==> src/rtl/fir_filter_mac.sv <==
// fir_filter_mac: time-multiplexed single-MAC FIR filter with valid/ready sample and result handshakes.
// Define FIR_SAT_EN to clamp the output instead of wrapping it.
module fir_filter_mac #(
   parameter int NUM_TAPS  = 8,
   parameter int DATA_W    = 8,
   parameter int COEF_W    = 16,
   parameter int OUT_W     = 16,
   parameter int OUT_SHIFT = 0
) (
   input  logic                          clk,
   input  logic                          rst_n,
   input  logic                          in_valid,
   output logic                          in_ready,
   input  logic signed [DATA_W-1:0]      x_in,
   output logic                          out_valid,
   input  logic                          out_ready,
   output logic signed [OUT_W-1:0]       y_out,
   input  logic                          coef_we,
   input  logic [$clog2(NUM_TAPS)-1:0]   coef_addr,
   input  logic signed [COEF_W-1:0]      coef_wdata
);
   localparam int AW = $clog2(NUM_TAPS);
   localparam int ACC_W = DATA_W + COEF_W + AW;
   localparam logic [1:0] IDLE = 2'd0, MAC = 2'd1, OUT = 2'd2;
   logic [1:0] state_q, state_d;
   logic signed [DATA_W-1:0] x_q [NUM_TAPS];
   logic signed [DATA_W-1:0] x_d [NUM_TAPS];
   logic signed [COEF_W-1:0] coef_q [NUM_TAPS];
   logic signed [COEF_W-1:0] coef_d [NUM_TAPS];
   logic signed [ACC_W-1:0] acc_q, acc_d, prod;
   logic [AW-1:0] idx_q, idx_d;
   logic last_q, last_d;
   logic signed [OUT_W-1:0] y_q, y_d, sized;
   assign prod = ACC_W'(coef_q[idx_q]) * ACC_W'(x_q[idx_q]);
`ifdef FIR_SAT_EN
   logic signed [ACC_W-1:0] shifted;
   logic ovf;
   assign shifted = acc_q >>> OUT_SHIFT;
   assign ovf = ~&shifted[ACC_W-1:OUT_W-1] & |shifted[ACC_W-1:OUT_W-1];
   assign sized = ovf ? {shifted[ACC_W-1], {(OUT_W-1){~shifted[ACC_W-1]}}} : shifted[OUT_W-1:0];
`else
   assign sized = OUT_W'(acc_q >>> OUT_SHIFT);
`endif
   assign in_ready = state_q == IDLE;
   assign out_valid = state_q == OUT;
   assign y_out = y_q;
   // last_q adds the cycle that registers the completed sum, giving NUM_TAPS+1 latency
   always_comb begin
      state_d = state_q;
      x_d = x_q;
      coef_d = coef_q;
      acc_d = acc_q;
      idx_d = idx_q;
      last_d = last_q;
      y_d = y_q;
      if (state_q == IDLE && coef_we && int'(coef_addr) < NUM_TAPS) coef_d[coef_addr] = coef_wdata;
      if (state_q == IDLE && in_valid) begin
         for (int k = 1; k < NUM_TAPS; k++) x_d[k] = x_q[k-1];
         x_d[0] = x_in;
         acc_d = '0;
         idx_d = '0;
         last_d = 1'b0;
         state_d = MAC;
      end
      if (state_q == MAC && last_q) begin
         y_d = sized;
         state_d = OUT;
      end
      if (state_q == MAC && !last_q) begin
         acc_d = acc_q + prod;
         last_d = idx_q == AW'(NUM_TAPS - 1);
         idx_d = last_d ? idx_q : idx_q + 1'b1;
      end
      if (state_q == OUT && out_ready) state_d = IDLE;
   end
   always_ff @(posedge clk or negedge rst_n) begin
      if (!rst_n) begin
         state_q <= IDLE;
         for (int k = 0; k < NUM_TAPS; k++) begin
            x_q[k] <= '0;
            coef_q[k] <= (k == 0) ? COEF_W'(1) : '0;
         end
         acc_q <= '0;
         idx_q <= '0;
         last_q <= 1'b0;
         y_q <= '0;
      end else begin
         state_q <= state_d;
         x_q <= x_d;
         coef_q <= coef_d;
         acc_q <= acc_d;
         idx_q <= idx_d;
         last_q <= last_d;
         y_q <= y_d;
      end
   end
endmodule

==> config.mk <==
export PLATFORM = sky130hd
export DESIGN_NAME = fir_filter_mac
export DESIGN_NICKNAME = d
export VERILOG_FILES = /design/src/rtl/fir_filter_mac.sv
export SDC_FILE = /design/constraint.sdc
export NUM_CORES = 1
export LEC_CHECK = 0
export BUFFER_PORTS_ARGS = -buffer_cell sky130_fd_sc_hd__buf_2
export CORE_UTILIZATION = 50
export CTS_BUF_LIST = sky130_fd_sc_hd__clkbuf_4 sky130_fd_sc_hd__clkbuf_8
export DETAILED_ROUTE_END_ITERATION = 7
export PLACE_DENSITY = 0.67
export REMOVE_ABC_BUFFERS = 1
export SLEW_MARGIN = 20
export SYNTH_ARGS = -nofsm -noshare
export SYNTH_HDL_FRONTEND = slang
export SYNTH_SLANG_ARGS = --single-unit
export TNS_END_PERCENT = 100
==> constraint.sdc <==
create_clock -name clk -period 12.7 [get_ports clk]
set_clock_uncertainty 0.2 [all_clocks]
set_input_delay 1.27 -clock clk [delete_from_list [all_inputs] [get_ports clk]]
set_output_delay 1.27 -clock clk [all_outputs]
set_load 0.01 [all_outputs]
==> flow_results.org, run 1 <==
** Synth
- Of the total synthesized cell area, the portion taken by AND, OR, NAND and NOR gates is 11.5%.
- After synthesis, the largest family of logic cells by area is multiplexers.
- By area the synthesized netlist is led by dfrtp_1 43%, mux2_2 12%, fa_1 11%.
- Largest area contributor in the netlist :: dfrtp_1
- The mapped netlist covers 13200 µm².
- Share of synthesized cell area in full adder, half adder and majority cells :: 14.9%
- In this run, synthesis inferred 0 flip-flops with an integrated enable.
- The most used flip-flop cell after synthesis is dfrtp_1.
- Synthesis handed over a netlist of 1132 instances.
- Sequential elements use 43.6% of the synthesized area.
- Most common library cells after synthesis :: 251 x nand2_1, 229 x dfrtp_1, 141 x mux2_2, 83 x inv_1, 75 x fa_1
- Counting flops with an async set or reset pin after synthesis yields a share of 100%.
- The most common cell in the synthesized netlist is nand2_1.
- Yosys synthesis warning count :: 0
- Area fraction in compound gates after synthesis :: 3.29%
- Synthesized area per cell :: 11.7 µm²
- Of the post-synthesis cell area, the part taken by muxes is 20.8%.
- Xor-xnor portion of the synthesized cell area :: 1.55%
- Summed over its instances, the top area cell type makes up 43.4% of the synthesized netlist area.
- Synthesis instantiated 46 different standard cells from the library.
- After synthesis the netlist holds a flip-flop and latch count of 230.

** Finish
- Count of inserted antenna diode cells :: 0
- The final layout contains 1330 nets.
- Final non-filler cell area :: 14700 µm²
- Relative to the synthesized area, the layout overhead comes to 10.9%.
- Final core occ :: 56.4%
- Final standard cell count with taps included and fillers excluded :: 1554
- Ratio of cells with drive above 1 in the final layout :: 26.9%

** Route
- The detailed router finished its first iteration with 419 violations.
- Total vias in the final route :: 8301
- Routed wire length :: 27100 µm
- In this run the remaining antenna-violating nets after routing total 0.
- Using the TritonRoute via totals, the vias-per-cell ratio works out to 5.34.
- After detailed routing, the average wire length per cell comes to 17.4 µm.
- The first detailed-routing pass took 5 iterations.
- In the routed design, unresolved DRC markers number 0.

** Floorplanning
- Die Width :: 165 µm
- From bottom edge to top edge, the die measures 165 µm.
- The initial utilization of the core area, before any placement, comes to 50.9%.
- Floorplan Core Area :: 26000 µm²
- Number of top-level pins :: 50
- The floorplan has 59 rows.
- The die covers 27100 µm².

** Flow run
- The tool flagged a number of max-cap violations equal to 0.

** Clock network
- Clock tree synthesis inserted a total of 42 buffers.
- Clock Tree Buf Depth :: 3
- TritonCTS clock tree :: built
- In this run the post-CTS setup repair buffer count came out at 0.
- Hold_buf cts :: 0
- At the later pin of the worst-skew pair, clock insertion delay measures 550 ps.
- After clock tree synthesis, the clock-pin slew on the worst setup and hold paths is 60 ps.
- The tree built by TritonCTS fans out to 230 sinks.
- The tree is rooted in a clkbuf_8.
- Post-CTS resize count :: 0
- CTS built an H-tree with a depth of 2.

** Worst hold path
- Worst min-delay path class :: reg2reg

** Power
- Maximum resistive drop on vdd :: 0.0000754 V
- Of the total power, the share spent switching nets is 21.9%.
- Internal power comes to 1.18 mW.
- Clock power frac :: 49.8%
- Static Leak :: 7.46 nW
- Dividing total power by cell area gives a power density of 103 nW/µm².
- Reg power frac :: 48.5%
- Logic gate share of total power :: 1.7%
- For this design the total switching power over the nets is 331 µW.

** Timing
- Finish-stage setup viols :: 0
- Minimum period implied by the final worst setup slack :: 7680 ps
- At the pin with the least slew margin, the transition time is 1100 ps.
- Setup repair after global routing missed its margin :: no
- The final critical path takes up 60.5% of the cycle.
- The count of final max-slew check failures came to 0.
- After routing, the total negative slack on setup checks comes to 0 ps.
- Slew margin rel. :: 26.6%
- Final hold analysis gives a worst-case slack of 269 ps.
- Timing-limited maximum frequency :: 130 MHz
- Final Hold Violating Endpoints :: 0

** Setup path
- The setup path with the least slack is of type reg2reg.
- Data arrives at the worst endpoint at 7910 ps.
- The worst setup path is launched from a flop.
- Required arrival time at the worst endpoint :: 12920 ps
- Critical path fanouts, max :: 41
- STA classifies the critical path endpoint as a flop.

** Global route
- The first global-routing pass estimated 45600 µm of wire.
- The total overflow left after global routing is 0.
- Pin count of the biggest net entering global routing :: 85
- Number of global-route vias before repair :: 8635
- Across every metal layer, demand over resource in global routing totals 21.7%.
- Number of antenna violations at the first check in global routing :: 0

** Placement
- Once detailed placement completed, the half-perimeter wirelength came to 17800 µm.
- At the end of routability-driven placement, the weighted congestion stood at 0.860.
- Cell Count Post-Placement :: 1477
- In this run the tool buffered the top-level ports with 49 buffer cells.
- Cell area after placement :: 13700 µm²

** Outcome
- The run finished with clean final reports.
==> sequential cells by signal (all words and copies together) (netlist names) <==
name	count
acc_q	16
coef_q	128
idx_q	3
last_q	1
y_out	16
state_q	2
x_q	64
==> worst paths after layout <==
kind | depth (start not counted) | from | slack, ps | end
max | 20 | idx_q[0] | 5020 | acc_q[15]
max in group asynchronous | 2 | rst_n | 10410 | coef_q[42]
min in group asynchronous | 1 | rst_n | 460 | y_out[4]
min reg2reg | 2 | y_out[6] | 270 | y_out[6]
max reg2reg | 20 | idx_q[0] | 5020 | acc_q[15]
min | 2 | y_out[6] | 270 | y_out[6]
==> cell families after synthesis <==
group           count (synthesis)
simple gates                  367
flops                         230
mux                           204
buf+inv                       135
fa+ha+maj                     112
compound gates                 63
xor+xnor                       21
==> power groups by stage <==
stage               Sequential, mW  Combinational [mW]  Clock (mW)
floorplan                    0.746            0.000866           0
global placement             0.746              0.0262           0
detailed placement           0.746              0.0265           0
CTS                          0.733              0.0267       0.775
global route                 0.733              0.0296       0.809
finish                       0.733              0.0254       0.753
==> metal layers <==
layer  GRT usage (%)  share of wire [%]  vias up  routed length, µm
li1                -                  -     3881                  -
met1            30.5                 46     4243              12500
met2            34.9                 48      134              13100
met3            3.29                3.2       43                862
met4            6.46                2.2        0                593
met5               0                  0        -                  0
==> critical path, stage by stage, from the launching register on <==
cell      delay [ps]
dfrtp_4          650
buf_4            680
mux4_2           590
mux2i_1          600
nand2b_1         220
fa_1             420
inv_1             90
fa_1             440
fa_1             490
fa_1             520
fa_1             510
ha_1             360
nand2_1           80
o21ai_0          150
or4_1            460
a31oi_1          280
nor2b_1           80
o21ai_0          220
a21oi_1          110
xnor2_1          140
a22o_1           230
==> cell type report <==
cell class / count / area [µm²]
repair buffers: 62 / 357
clock buffers: 68 / 842
multi-input cells: 767 / 6890
well taps: 335 / 419
fillers: 2211 / 11300
inverters: 83 / 312
flip-flops and latches: 230 / 5760
clock inverters: 9 / 82.6
==> through the flow <==
step	power, mW	setup WS [ps]
2_1_floorplan	0.747	4510
5_1_grt	1.57	4630
3_5_place_dp	0.773	5040
3_3_place_gp	0.772	5140
4_1_cts	1.53	4980
6_report	1.51	5020
==> cells in the final DEF (no fill, tap or decap), drive strengths merged, types with 37 or more instances in the layout <==
cell    synthesis  final
ha             37     37
mux2          141    141
buf            14     62
nand2         252    252
dfrtp         229    229
mux4           40     40
inv            83     84
clkbuf         38     68
fa             75     75
nor2           56     56
(Power assumes the default switching activity.)
==> inputs of run 2 (changes only) <==
Settings changed: ABC_AREA set to 1, PLACE_DENSITY 0.67 to 0.69.
Clock period 12.7 ns to 6.9 ns, I/O delays scaled along.
==> run 2 against run 1 <==
Compared with the run above: setup slack got worse by 4500 ps; sequential share of layout area fell by 1.2 points; first-iteration DRC count rose by 90%; largest cell class unchanged; via count rose by 35%; global-route usage rose by 2.4 points; clock power rose by 74%; sequential power rose by 84%; final cell count rose by 38%.
==> flow_results.org, run 2 <==
** Synth
- For this run, asynchronously set or reset flops after synthesis account for 100%.
- Synthesized area per cell :: 7.85 µm²
- Yosys synthesis warning count :: 0
- Synthesis produced a netlist whose cell count is 1745.
- By count the netlist is led by 505 x nand2_1, 265 x inv_1, 262 x o21ai_0, 229 x dfrtp_1, 112 x nor2_1.
- Cell Area, Synth :: 13700 µm²
- Seq cells post-synth :: 230
- Yosys mapped a number of flops with a built-in enable equal to 0.
- Largest area contributor in the netlist :: dfrtp_1
- Of the synthesized area, sequential elements account for 42.0%.
- Unique masters post-synth :: 34
- In this run the biggest area consumer among cell types represents 41.8% of the synthesized area.
- Most used flip-flop cell after synthesis :: dfrtp_1
- Most frequently used cell type in the post-synthesis netlist :: nand2_1
- Leading cell types by total area after synthesis :: dfrtp_1 42%, nand2_1 14%, fa_1 11%

** Finish
- Once layout is done, the placed cells without fillers occupy 15100 µm².
- Count of inserted antenna diode cells :: 0
- Most flops, register :: coef_q
- Layout Area Growth over Synthesis :: 10.4%
- Layout net count :: 1926
- The largest registers in the layout are coef_q x128, x_q x64.
- The library cell used most frequently in the layout, excluding fill and tap cells, is nand2_1.
- Flip-flop count of the largest register after layout :: 128
- Of the cells placed in the final design, the portion with a size suffix greater than 1 is 9.01%.
- Final core occ :: 56.3%
- Leading cell types in the layout, fill and taps excluded :: 503 x nand2_1, 265 x inv_1, 262 x o21ai_0

** Outcome
- The flow ran to the end, and the final reports show no timing, DRC or antenna violations.

** Route
- In this run, the number of DRC markers left after iteration 0 of detailed routing was 798.
- In the routed layout, each cell is associated on average with a via count of 5.22.
- Total vias in the final route :: 11200
- The routed design has 32100 µm of wire.
- The pre-antenna-repair detailed-routing pass consisted of 5 iterations.
- After detailed routing, the average wire length per cell comes to 14.9 µm.
- Remaining antenna violation count :: 0
- After detailed routing, the number of remaining DRC violations is 0.

** Global route
- The number of antenna violations at the first check in global routing came to 0.
- GRT overflow :: 0
- Number of global-route vias before repair :: 10900
- For met2 alone, demand over resource in global routing was 39.7%.
- Most used routing layer in global routing :: met2
- For this run, global-route usage on met3 was measured as 4.07%.
- All-layer global routing usage :: 24.1%
- Pin count of the biggest net entering global routing :: 113
- For met1 alone, demand over resource in global routing was 33.0%.
- The first global-routing pass estimated 54300 µm of wire.

** Timing
- Minimum period implied by the final worst setup slack :: 6390 ps
- The total count of hold-check failures in the final report is 0.
- Final hold analysis gives a worst-case slack of 157 ps.
- After layout, the worst path uses 92.6% of the clock period.
- Post-layout worst setup margin :: 510 ps
- Static timing analysis puts the maximum clock frequency at 157 MHz.
- Measured against its own limit, the worst slew margin works out to 40.4%.
- The count of final max-slew check failures is 0.
- For the pin with the worst max-slew slack, the measured transition is 895 ps.
- Setup repair after global routing left no endpoint under its margin.
- Finish-stage setup viols :: 0

** Setup path
- Of all nets on the critical path, the largest fanout is 21.
- For the worst setup path, the data required time is 7110 ps.
- Worst R2R Start :: idx_q[0]
- Data on the critical path arrives at its endpoint at 6600 ps.
- Endpoint class of the critical path :: flop
- The critical path starts at idx_q[0].
- Category of the most critical setup path :: reg2reg
- Startpoint kind of the worst setup timing path :: flop

** Clock network
- Post-CTS resize count :: 0
- The clock drives 230 sinks.
- Maximum level of the CTS H-tree :: 2
- Worst skew pair latency :: 550 ps
- Counting along the longest clock path gives a buffer depth of 3.
- Clock transition at path regs :: 60 ps
- The tree is rooted in a clkbuf_8.
- Post-CTS repair timing setup buffer count :: 0
- The number of clock buffers added by TritonCTS is 41.
- Hold_buf cts :: 1
- TritonCTS clock tree :: built

** Placement
- Post-DP HPWL :: 21400 µm
- Pre-CTS worst setup slack :: 579 ps
- Routability congestion estimate from global placement :: 0.936
- After detailed placement, the total cell area comes to 14300 µm².
- Buffers placed on the I/O ports in this run total 49.

** Floorplanning
- Die Width :: 167 µm
- Pin placement for this block handled 50 I/O pins.
- In this run the standard cell core region covers 26900 µm².
- The die covers 28100 µm².
- For this configuration, the core starts out at a cell density of 50.9%.
- Row generation in the floorplan step produced 60 rows.
- Die span in y :: 167 µm

** Power
- In this run the power density over the cells is 179 nW/µm².
- Maximum resistive drop on vdd :: 0.000128 V
- Static Leak :: 7.52 nW

** Worst hold path
- The worst hold path belongs to the class in2reg.
- The startpoint identified for the worst hold timing path is x_in[7].

** Flow run
- Number of maximum-capacitance constraint violations :: 0
run 2: layer usage:
layer / vias up / share of wire [%]
met5: - / 0
met4: 0 / 1.7
met3: 45 / 5.6
met2: 308 / 47
met1: 5361 / 46
li1: 5509 / -
run 2: cells by family (layout without fill, tap and decap cells):
group	count (synthesis)	count (layout)	share of synthesized area [%]
flip-flops	230	230	42.0
adder cells (fa/ha/maj)	112	112	14.3
buffers and inverters	352	417	10.1
XOR/XNOR	4	4	0.256
AND/OR/NAND/NOR	716	716	20.7
AO/OA/AOI/OAI	331	331	12.6
run 2: power breakdown:
part / internal [mW] / switching [mW]
registers: 1.35 / 0
logic: 0.00912 / 0.0404
clock network: 0.746 / 0.564
run 2: worst paths after layout:
path,end,slack [ps],cells past startpoint
hold / removal,x_q[63],160,3
min in group asynchronous,x_q[47],550,2
setup reg to reg,acc_q[13],510,23
hold reg to reg,y_out[1],280,2
max in group asynchronous,idx_q[0],4430,3
setup / recovery,acc_q[13],510,23
run 2: cell type report:
cell class / instances / area (µm²)
Clock buffer: 64 / 812
Multi-Input combinational cell: 1163 / 6570
Fill cell: 2509 / 11800
Sequential cell: 230 / 5760
Tap cell: 341 / 427
Inverter: 269 / 1010
Timing Repair Buffer: 77 / 505
Clock inverter: 7 / 38.8
run 2: critical path, stage by stage (launching register included):
cell      delay [ps]
dfrtp_4          490
inv_2            370
buf_4            280
o21ai_0           90
o22ai_1          130
nand2_1           60
o21ai_1          320
nand2_1          150
fa_1             490
fa_1             550
inv_1             60
fa_1             500
fa_1             510
fa_1             430
ha_1             380
a21oi_1           90
o221ai_1         210
a21oi_1          100
or2_2            300
nand2_1           70
a21oi_1           70
or2_2            280
nand3_1           60
o21ai_0           80
run 2: per-stage QoR:
step	TNS (ps)	power [mW]	instances
6_report	0	2.71	2151
2_1_floorplan	-6940	1.38	1662
4_1_cts	0	2.75	2151
5_1_grt	0	2.81	2151
3_3_place_gp	0	1.42	2079
3_5_place_dp	0	1.42	2079
